**src/rtl/apb_master_bridge.sv**
```systemverilog
// Single-outstanding APB master: takes one command from the controller, runs the
// SETUP/ACCESS handshake on the selected slave, and returns a one-cycle response.
module apb_master_bridge #(
    parameter int DATA_WIDTH = 16,
    parameter int ADDR_WIDTH = 16,
    parameter int SEL_WIDTH  = 2,
    parameter int NUM_SLAVES = 2,
    parameter int TIMEOUT    = 15
) (
    input  logic                  i_clk,
    input  logic                  i_rst,
    input  logic                  i_req_valid,
    output logic                  o_req_ready,
    input  logic                  i_req_wr,
    input  logic [ADDR_WIDTH-1:0] i_req_addr,
    input  logic [SEL_WIDTH-1:0]  i_req_sel,
    input  logic [DATA_WIDTH-1:0] i_req_wdata,
    output logic                  o_rsp_valid,
    output logic [DATA_WIDTH-1:0] o_rsp_rdata,
    output logic                  o_rsp_err,
    output logic [ADDR_WIDTH-1:0] o_paddr,
    output logic [NUM_SLAVES-1:0] o_psel,
    output logic                  o_penable,
    output logic                  o_pwrite,
    output logic [DATA_WIDTH-1:0] o_pwdata,
    input  logic [DATA_WIDTH-1:0] i_prdata,
    input  logic                  i_pready,
    input  logic                  i_pslverr
);

    typedef enum logic [1:0] {IDLE, SETUP, ACCESS, RESP} state_t;

    localparam logic [SEL_WIDTH:0] NUM_SEL  = (SEL_WIDTH+1)'(NUM_SLAVES);
    localparam logic [3:0]         WAIT_MAX = 4'(TIMEOUT);

    state_t                state, state_nx;
    logic [SEL_WIDTH-1:0]  sel_q, sel_src;
    logic [NUM_SLAVES-1:0] sel_dec;
    logic [3:0]            wait_cnt;
    logic                  accept, sel_ok;

    assign accept  = i_req_valid && o_req_ready;
    assign sel_ok  = {1'b0, i_req_sel} < NUM_SEL;
    // On the accept edge the captured select is not loaded yet, so decode the input.
    assign sel_src = (state == IDLE) ? i_req_sel : sel_q;

    always_comb begin
        sel_dec = '0;
        for (int i = 0; i < NUM_SLAVES; i++)
            sel_dec[i] = (sel_src == SEL_WIDTH'(i));
    end

    always_ff @(posedge i_clk) begin
        if (i_rst) state <= IDLE;
        else       state <= state_nx;
    end

    always_comb begin
        state_nx = state;
        case (state)
            IDLE:    if (accept) state_nx = sel_ok ? SETUP : RESP;
            SETUP:   state_nx = ACCESS;
            // Ready wins over timeout on the same cycle.
            ACCESS:  if (i_pready || wait_cnt == WAIT_MAX) state_nx = RESP;
            RESP:    state_nx = IDLE;
            default: state_nx = IDLE;
        endcase
    end

    // Outputs are registered from the next state so they line up with it.
    always_ff @(posedge i_clk) begin
        if (i_rst) begin
            o_req_ready <= 1'b1;
            o_rsp_valid <= 1'b0;
            o_rsp_rdata <= '0;
            o_rsp_err   <= 1'b0;
            o_paddr     <= '0;
            o_psel      <= '0;
            o_penable   <= 1'b0;
            o_pwrite    <= 1'b0;
            o_pwdata    <= '0;
            sel_q       <= '0;
            wait_cnt    <= '0;
        end else begin
            o_req_ready <= (state_nx == IDLE);
            o_rsp_valid <= (state_nx == RESP);
            o_penable   <= (state_nx == ACCESS);
            o_psel      <= (state_nx == SETUP || state_nx == ACCESS) ? sel_dec : '0;

            if (accept) begin
                o_paddr  <= i_req_addr;
                o_pwrite <= i_req_wr;
                o_pwdata <= i_req_wdata;
                sel_q    <= i_req_sel;
            end

            if (state_nx == SETUP)
                wait_cnt <= '0;
            else if (state == ACCESS && !i_pready)
                wait_cnt <= wait_cnt + 4'd1;

            if (state == ACCESS && state_nx == RESP) begin
                o_rsp_rdata <= (i_pready && !o_pwrite) ? i_prdata : '0;
                o_rsp_err   <= i_pready ? i_pslverr : 1'b1;
            end else if (state == IDLE && state_nx == RESP) begin
                o_rsp_rdata <= '0;
                o_rsp_err   <= 1'b1;
            end
        end
    end

endmodule

```
**config.mk**
```make
export PLATFORM = sky130hd
export DESIGN_NAME = apb_master_bridge
export DESIGN_NICKNAME = d
export VERILOG_FILES = /design/src/rtl/apb_master_bridge.sv
export SDC_FILE = /design/constraint.sdc
export NUM_CORES = 1
export LEC_CHECK = 0
export CORE_MARGIN = 3
export CORE_UTILIZATION = 41
export DETAILED_ROUTE_END_ITERATION = 10
export PLACE_DENSITY_LB_ADDON = 0.2
export SKIP_LAST_GASP = 1
export SLEW_MARGIN = 15
export SYNTH_ARGS = -nofsm -noshare
export SYNTH_HDL_FRONTEND = slang
export SYNTH_SLANG_ARGS = --single-unit
```
**constraint.sdc**
```tcl
create_clock -name i_clk -period 2.7 [get_ports i_clk]
set_clock_uncertainty 0.05 [all_clocks]
set_input_delay 0.27 -clock i_clk [delete_from_list [all_inputs] [get_ports i_clk]]
set_output_delay 0.27 -clock i_clk [all_outputs]
set_load 0.01 [all_outputs]
```
# --- Yosys cells after proc, flatten, opt, wreduce, memory -nomap -nowiden ---
# Index checks and enable logic that the tools add are counted.
totals:
  output_inout_bits: 55
  register_bits: 63
  elab_cells: 49
  inputBits: 56
op_classes:
  muxes: 11
  n_eq_ne: 8
  add_sub_neg: 1
  n_bitwise: 1
  n_lt_le_gt_ge: 1
  n_reduce_logical: 15
ops:
  columns: ["operator", "n"]
  rows:
  - ["two-way mux 16 bit", 3]
  - ["equality test 2 bit, second input constant", 4]
  - ["two-way mux 2 bit", 4]
  - ["one-hot mux 2 bit (4 select lines)", 1]
  - ["equality test 2 x 1 -> 1 bit, second input constant", 3]
  - ["zero test 2 bit", 3]
  - ["logical AND 1 bit", 5]
  - ["adder 4 x 1 -> 4 bit, second input constant", 1]
  - ["equality test 4 bit, second input constant", 1]
  - ["OR reduction 2 bit", 2]
  - ["two-way mux 1 bit", 3]
  - ["zero test 1 bit", 2]
  - ["logical OR 1 bit", 2]
  - ["< comparator 2 bit, second input constant", 1]
  - ["nonzero test 2 bit", 1]
  - ["NOT 1 bit", 1]

# --- Depth between registers and ports, before layout ---
# Gate-level depths: netlist of run 1.
depth:
  word_depth: 8
  ltp_mapped: 12
  ltp_nobuf: 9

# --- Worst setup path before layout of run 1 ---
# No wires, ideal clock.
synth_timing:
  kind: "reg2reg"
  start: "register state[0]"
  end: "register o_rsp_rdata[10]"
  period_less_slack_ps: 2402
  setup_ps: 130
  setup_slack_ps: 298
  path_stages_with_launch: 13
  required_ps: 2520
  t_arrival_ps: 2222
  path_buffers: 3
  path_cell_list: "dfxtp_1 > inv_1 > ha_1 > buf_2 > inv_1 > o31ai_1 > inv_1 > ha_1 > and4b_1 > buf_6 > buf_12 > a22oi_1 > nor2_1"
synth_between:
  elab_chain_len: 5
  word_cells_on_any_way: 12
  cone_classes: "4 x eq/ne; 4 x mux; 4 x reduce/logical"
synth_rtl:
  columns: ["element", "line", "source"]
  rows:
  - ["start: declaration", "36", "state_t state, state_nx;"]
  - ["start signal: assignment", "55", "else state <= state_nx;"]
  - ["equality test 2 bit (tied with other cells)", "60", "case (state)"]
  - ["one-hot mux 2 bit (4 select lines) *", "60", null]
  - ["net state_nx[1]", "36", null]
  - ["equality test 2 bit *", "102, 105", null]
  - ["logical AND 1 bit (on tied branches)", "102, 105", null]
  - ["two-way mux 16 bit / nonzero test 2 bit (equally long branches)", null, null]
  - ["end signal: assignment", "103", "o_rsp_rdata <= (i_pready && !o_pwrite) ? i_prdata : '0;"]
  - ["end: declaration", "19", "output logic [DATA_WIDTH-1:0] o_rsp_rdata,"]
# Mark *: on every way through the listed nets, which the timed path passes. The rest lies on a longest branch.
# A chain may end at the register's enable or synchronous reset.

# --- Final worst setup path of run 1 ---
layout_timing:
  start: "register state[0]"
  end: "register o_rsp_rdata[7]"
# The elaborated chain is that of the path after synthesis.

==> impl_metrics.tcl, run 1 <==
set metrics [dict create \
    tightest_slew_ns 0.698 \
    die_y_um 82.8 \
    fin_ws_ns 0.228 \
    async_flop_share_pct 0 \
    critPathMaxStageDelay_ns 0.40 \
    htree_levels 3 \
    synth-edff-count 0 \
    synthAdderAreaFrac_pct 4.14 \
    min_period_over_period_pct 91.5 \
    num_io_pins 111 \
    multi_input_area_mm2 0.00103 \
    synth_area_leaders "dfxtp_1 52%, nand2_1 11%, a21oi_1 7.5%" \
    swShare_pct 32.2 \
    drv_slew 0 \
    wire_per_inst_um 12.8 \
    diodes 0 \
    ys_warn_count 0 \
    syn_inst 273 \
    finalCriticalPeriod_ns 2.47 \
    first_pass_iters 4 \
    tritoncts "done" \
    synth_top_area_share_pct 52.2 \
    grt_pass1_vias 2030 \
    status "finished clean" \
    drt-total-wl_um 5910 \
    ys_seq_elements 63 \
    clock_path_buffers 2 \
    grt_max_degree 39 \
    p_clk_share_pct 25.5 \
    cts.sink_count 63 \
    portBuffers 110 \
    p_int_uw 2090 \
    first_iter_violations 76 \
    clk_latency_ns 0.32 \
    place_ws_ns 0.0918 \
    hpwl_um 4190 \
    rsz0062_at_grt "no" \
    crit_path_frequent_cell "inv_1" \
    seq_area_mm2 0.00126 \
    postPlaceCellArea_mm2 0.00356 \
    switching_power_uw 990 \
    cp_max_fo 15 \
    crit_family "adder cells" \
    viasPerCell 4.83 \
    critical-path-slowest-cell "ha_1" \
    core_area_mm2 0.00561 \
    grt_pass1_wl_um 9070 \
    combPwrFrac_pct 37.8 \
    setup_tns_ns 0 \
    layout_common_cells "109 x clkdlybuf4s50_1, 72 x nand2_1, 63 x dfxtp_1" \
    start_util_pct 43.1 \
    syn_area_per_cell_um2 8.85 \
    vias 2221 \
    synth_top_area_cell "dfxtp_1" \
    leakage_uw 0.00144 \
    cts_root_buf "clkbuf_8" \
    irDropWorstVdd_uv 461 \
    final_common_cell "clkdlybuf4s50_1" \
    synth_area_mm2 0.00242 \
    crit_required_ns 2.83 \
    pwr-share-seq_pct 36.7 \
    synth_mux_area_share_pct 1.66 \
    synth_compound_area_share_pct 15.0 \
    hold_class "reg -> reg" \
    relSlewSlack_pct 53.4 \
    post_cts_buffers 0 \
    maxCapViolCount 0 \
    end_kind "flop" \
    timing.fmax_mhz 405 \
    crit_path_cell_trace "inv_1 > ha_1 > inv_1 > o31ai_1 > inv_1 > ha_1 > and4b_2 > a22oi_1 > nor2_1" \
    synth_top_family_by_area "simple AND/OR/NAND/NOR gates" \
    hold_violations 0 \
    clkSlewWorstSetupHoldPaths_ns 0.06 \
    cts_buffers 9 \
    worst_setup_path_start_kind "flop" \
    cts-resized-gates 0 \
    groute.usage.overall_pct 17.3 \
    syn2layout_area_growth_pct 55.2 \
    drc 0 \
    crit_buf_inv 3 \
    arrival_ns 2.60 \
    postRouteAntennaNets 0 \
    synth_xor_area_share_pct 0.725 \
    rows 27 \
    ys_seq_area_share_pct 52.2 \
    syn_nets 337 \
    antenna_found_initial 0 \
    hold_buffers 0 \
    dieArea_mm2 0.00685 \
    setup_viol 0 \
    critPathKind "reg -> reg" \
    synth_cell_types 34 \
    gp_congestion 0.789 \
    die_w_um 82.8 \
    fin_area_mm2 0.00375 \
    nNetsFinal 447 \
    synth-simple-area-share_pct 21.1 \
    power.density_mw_per_mm2 821 \
    synthFlopType "dfxtp_1" \
    fillers 492 \
    grt.overflow.total 0 \
    drive_above_1_share_pct 8.51 \
]
## cell families (layout without fill, tap and decap cells)
| kind of cell | Yosys count | count (layout) |
|---|---|---|
| buffers and inverters | 22 | 137 |
| adders and majority gates | 8 | 8 |
| xor gates and xnor gates | 2 | 2 |
| muxes | 4 | 4 |
| DFF | 63 | 63 |
| and+or+nand+nor | 118 | 118 |
| AOI/OAI and AO/OA | 56 | 56 |
## power groups by stage
stage | clock (µW) | sequential, µW | combinational (µW)
CTS | 809 | 1130 | 1170
global route | 854 | 1150 | 1290
global placement | 0 | 1150 | 1150
detailed placement | 0 | 1150 | 1170
finish | 784 | 1130 | 1160
floorplan | 0 | 1200 | 639
## per-layer routing
| metal | global-route usage [%] | routed length (µm) | vias to the layer above |
|---|---|---|---|
| met1 | 20.4 | 2490 | 997 |
| met5 | 0 | 0 | - |
| li1 | - | - | 1127 |
| met3 | 8.13 | 727 | 11 |
| met4 | 7.84 | 87 | 0 |
| met2 | 26.8 | 2600 | 86 |
## cell type report
cell class	count	share of cell area (%)
Inverter	4	0.401
Clock inverter	4	1.20
Sequential cell	63	33.6
Timing Repair Buffer	117	31.0
Multi-Input combinational cell	188	27.5
Tap cell	72	2.40
Clock buffer	12	3.87
## sequential cells by signal, indices dropped and copies added, names as in the netlist, 2 cells and up
signal and cells:
o_psel 2, o_pwdata 16, o_paddr 16, state 2, sel_q 2, wait_cnt 4, o_rsp_rdata 16
## per-stage QoR
step	utilization [%]	instances	power, µW	hold WS (ns)
floorplan	-	273	1840	0.356
global placement	63.4	444	2300	0.391
detailed placement	63.4	444	2320	0.396
CTS	66.8	460	3120	0.405
global route	66.8	460	3290	0.419
finish	66.8	460	3080	0.402
## synthesized netlist by cell type, types with 3 or more instances
master	n
nor3_1	6
a22oi_1	12
a22oi_2	3
clkbuf_1	6
dfxtp_1	63
a21oi_1	36
nor2b_1	3
inv_1	4
nand2_1	72
nor2_1	19
mux2i_1	4
ha_1	8
buf_2	9
## final timing paths
check          startpoint             end  slack (ns)  depth (start not counted)
min reg2reg  o_pwdata[12]    o_pwdata[12]        0.40                          2
max reg2reg      state[0]  o_rsp_rdata[7]        0.23                          9
max              state[0]  o_rsp_rdata[7]        0.23                          9
min          o_pwdata[12]    o_pwdata[12]        0.40                          2
## worst reg2reg max path, stage by stage (launching register included)
cell and delay (ns):
dfxtp_1 0.31, inv_1 0.10, ha_1 0.40, inv_1 0.08, o31ai_1 0.31, inv_1 0.13, ha_1 0.27, and4b_2 0.38
a22oi_1 0.25, nor2_1 0.05
Note: power is estimated with default switching activity, not from simulation.
==> inputs of run 2 (changes only) <==
Settings changed: SETUP_SLACK_MARGIN from default to 0.2.
==> run 2 against run 1 <==
  * Sequential power is essentially flat
  * Count of clock-buffer cells in the layout unchanged
  * Critical path depth grew 1
  * Total power increased by 0.92%
  * Hold slack is the same
  * Register-to-register slack improved by 0.17 ns
  * Via count is 0.41% higher
  * Design area increased by 0.47%
  * Non-clock buffer count unchanged
  * Cell count is the same
  * Combinational power barely moved
  * Wire length rose by 0.24%
  * Largest power group unchanged
  * Highest routed layer unchanged
==> impl_metrics.tcl, run 2 (same netlist as run 1, synthesis figures left out) <==
set metrics [dict create \
    layout_common_cells "109 x clkdlybuf4s50_1, 72 x nand2_1, 63 x dfxtp_1" \
    core_area_mm2 0.00561 \
    rows 27 \
    hpwl_um 4190 \
    setup_tns_ns 0 \
    crit_buf_inv 3 \
    crit_path_frequent_cell "buf_4" \
    leakage_uw 0.00144 \
    p_total_uw 3110 \
    drv_slew 0 \
    postRouteAntennaNets 0 \
    clock_path_buffers 2 \
    min_period_over_period_pct 85.3 \
    grt_pass1_vias 2030 \
    reg2reg_from "state[0]" \
    critPathKind "reg -> reg" \
    crit_required_ns 2.86 \
    crit_path_start "state[0]" \
    nNetsFinal 447 \
    maxCapViolCount 0 \
    grt.overflow.total 0 \
    finalCriticalPeriod_ns 2.30 \
    drc 0 \
    start_util_pct 43.1 \
    timing.fmax_mhz 434 \
    htree_levels 3 \
    wire_per_inst_um 12.9 \
    diodes 0 \
    crit_path_cell_trace "inv_1 > ha_2 > nor2_1 > a31o_2 > a21oi_1 > buf_4 > ha_1 > a22oi_4 > buf_4 > o41ai_1" \
    final_common_cell "clkdlybuf4s50_1" \
    portBuffers 110 \
    cts_buffers 9 \
    first_pass_iters 4 \
    rsz0062_at_grt "no" \
    largest_registers "o_paddr (16), o_pwdata (16), o_rsp_rdata (16)" \
    critical-path-slowest-cell "o41ai_1" \
    grt_max_degree 39 \
    num_io_pins 111 \
    cp_max_fo 10 \
    clk_latency_ns 0.32 \
    setup_viol 0 \
    viasPerCell 4.85 \
    hold_buffers 0 \
    relSlewSlack_pct 53.2 \
    worst_setup_path_start_kind "flop" \
    end_kind "flop" \
    drt-total-wl_um 5920 \
    drive_above_1_share_pct 9.02 \
    irDropWorstVdd_uv 449 \
    first_iter_violations 85 \
    clkSlewWorstSetupHoldPaths_ns 0.06 \
    grt_pass1_wl_um 9070 \
    cts_root_buf "clkbuf_8" \
    status "finished clean" \
    die_y_um 82.8 \
    crit_family "compound AO/OA/AOI/OAI gates" \
    hold_start "o_pwdata[12]" \
    tightest_slew_ns 0.701 \
    syn2layout_area_growth_pct 55.9 \
    groute.usage.overall_pct 17.3 \
    hold_class "reg -> reg" \
    seq_area_mm2 0.00126 \
    hold_violations 0 \
    cts.sink_count 63 \
    multi_input_area_mm2 0.00105 \
    vias 2230 \
    dieArea_mm2 0.00685 \
    antenna_found_initial 0 \
    fillers 494 \
    tritoncts "done" \
    arrival_ns 2.46 \
    power.density_mw_per_mm2 825 \
    die_w_um 82.8 \
    gp_congestion 0.789 \
    critPathMaxStageDelay_ns 0.37 \
]
run 2: cell counts in the layout (fill, tap and decap cells not counted):
Identical to the previous run, type by type.
run 2: timing repair:
item                       CTS  global route
setup buffers                0             0
setup endpoints to repair   15            17
gates resized for setup      1             4
run 2: worst paths after layout:
| check | to | slack, ns | cells past startpoint |
|---|---|---|---|
| worst max-delay path | o_rsp_rdata[0] | 0.40 | 10 |
| worst max register to register | o_rsp_rdata[0] | 0.40 | 10 |
| worst min-delay path | o_pwdata[12] | 0.40 | 2 |
| worst min register to register | o_pwdata[12] | 0.40 | 2 |
run 2: power by group:
| part | switching, µW | total [µW] | internal, µW |
|---|---|---|---|
| Clock | 337 | 784 | 448 |
| Combinational | 595 | 1190 | 596 |
| Sequential | 67.2 | 1130 | 1060 |
| Total | 998 | 3110 | 2110 |
run 2: stage by stage:
step	std cells	utilization, %	worst slack, ns	instance area [µm²]	hold WS (ns)
4_1_cts	460	66.8	0.218	3750	0.405
3_3_place_gp	444	63.4	0.179	3560	0.391
5_1_grt	460	67.2	0.268	3770	0.419
6_report	460	67.2	0.396	3770	0.402
2_1_floorplan	273	-	0.298	2420	0.356
3_5_place_dp	444	63.4	0.0918	3560	0.396
run 2: area by class of cell:
type	count	area share (%)
flip-flops and latches	63	33.5
repair buffers	117	30.8
multi-input cells	188	27.8
clock buffers	12	3.85
well taps	72	2.39
clock inverters	4	1.20
inverters	4	0.399
run 2: worst min-delay path: stages, from the launching register on:
cell	delay (ns)
dfxtp_1	0.31
nand2_1	0.05
a21oi_1	0.05
run 2: per-layer routing:
layer / wire length (µm) / GRT usage [%] / share of wire (%) / vias up
met1: 2550 / 20.4 / 43 / 1004
met3: 715 / 8.13 / 12 / 11
met5: 0 / 0 / 0 / -
met2: 2570 / 26.8 / 43 / 86
li1: - / - / - / 1129
met4: 87 / 7.84 / 1.5 / 0
==> inputs of run 3 (changes only) <==
Settings changed: SLEW_MARGIN 15 to 30.
==> results of run 3 <==
Final layout, timing and power as in run 2 (identical DEF).
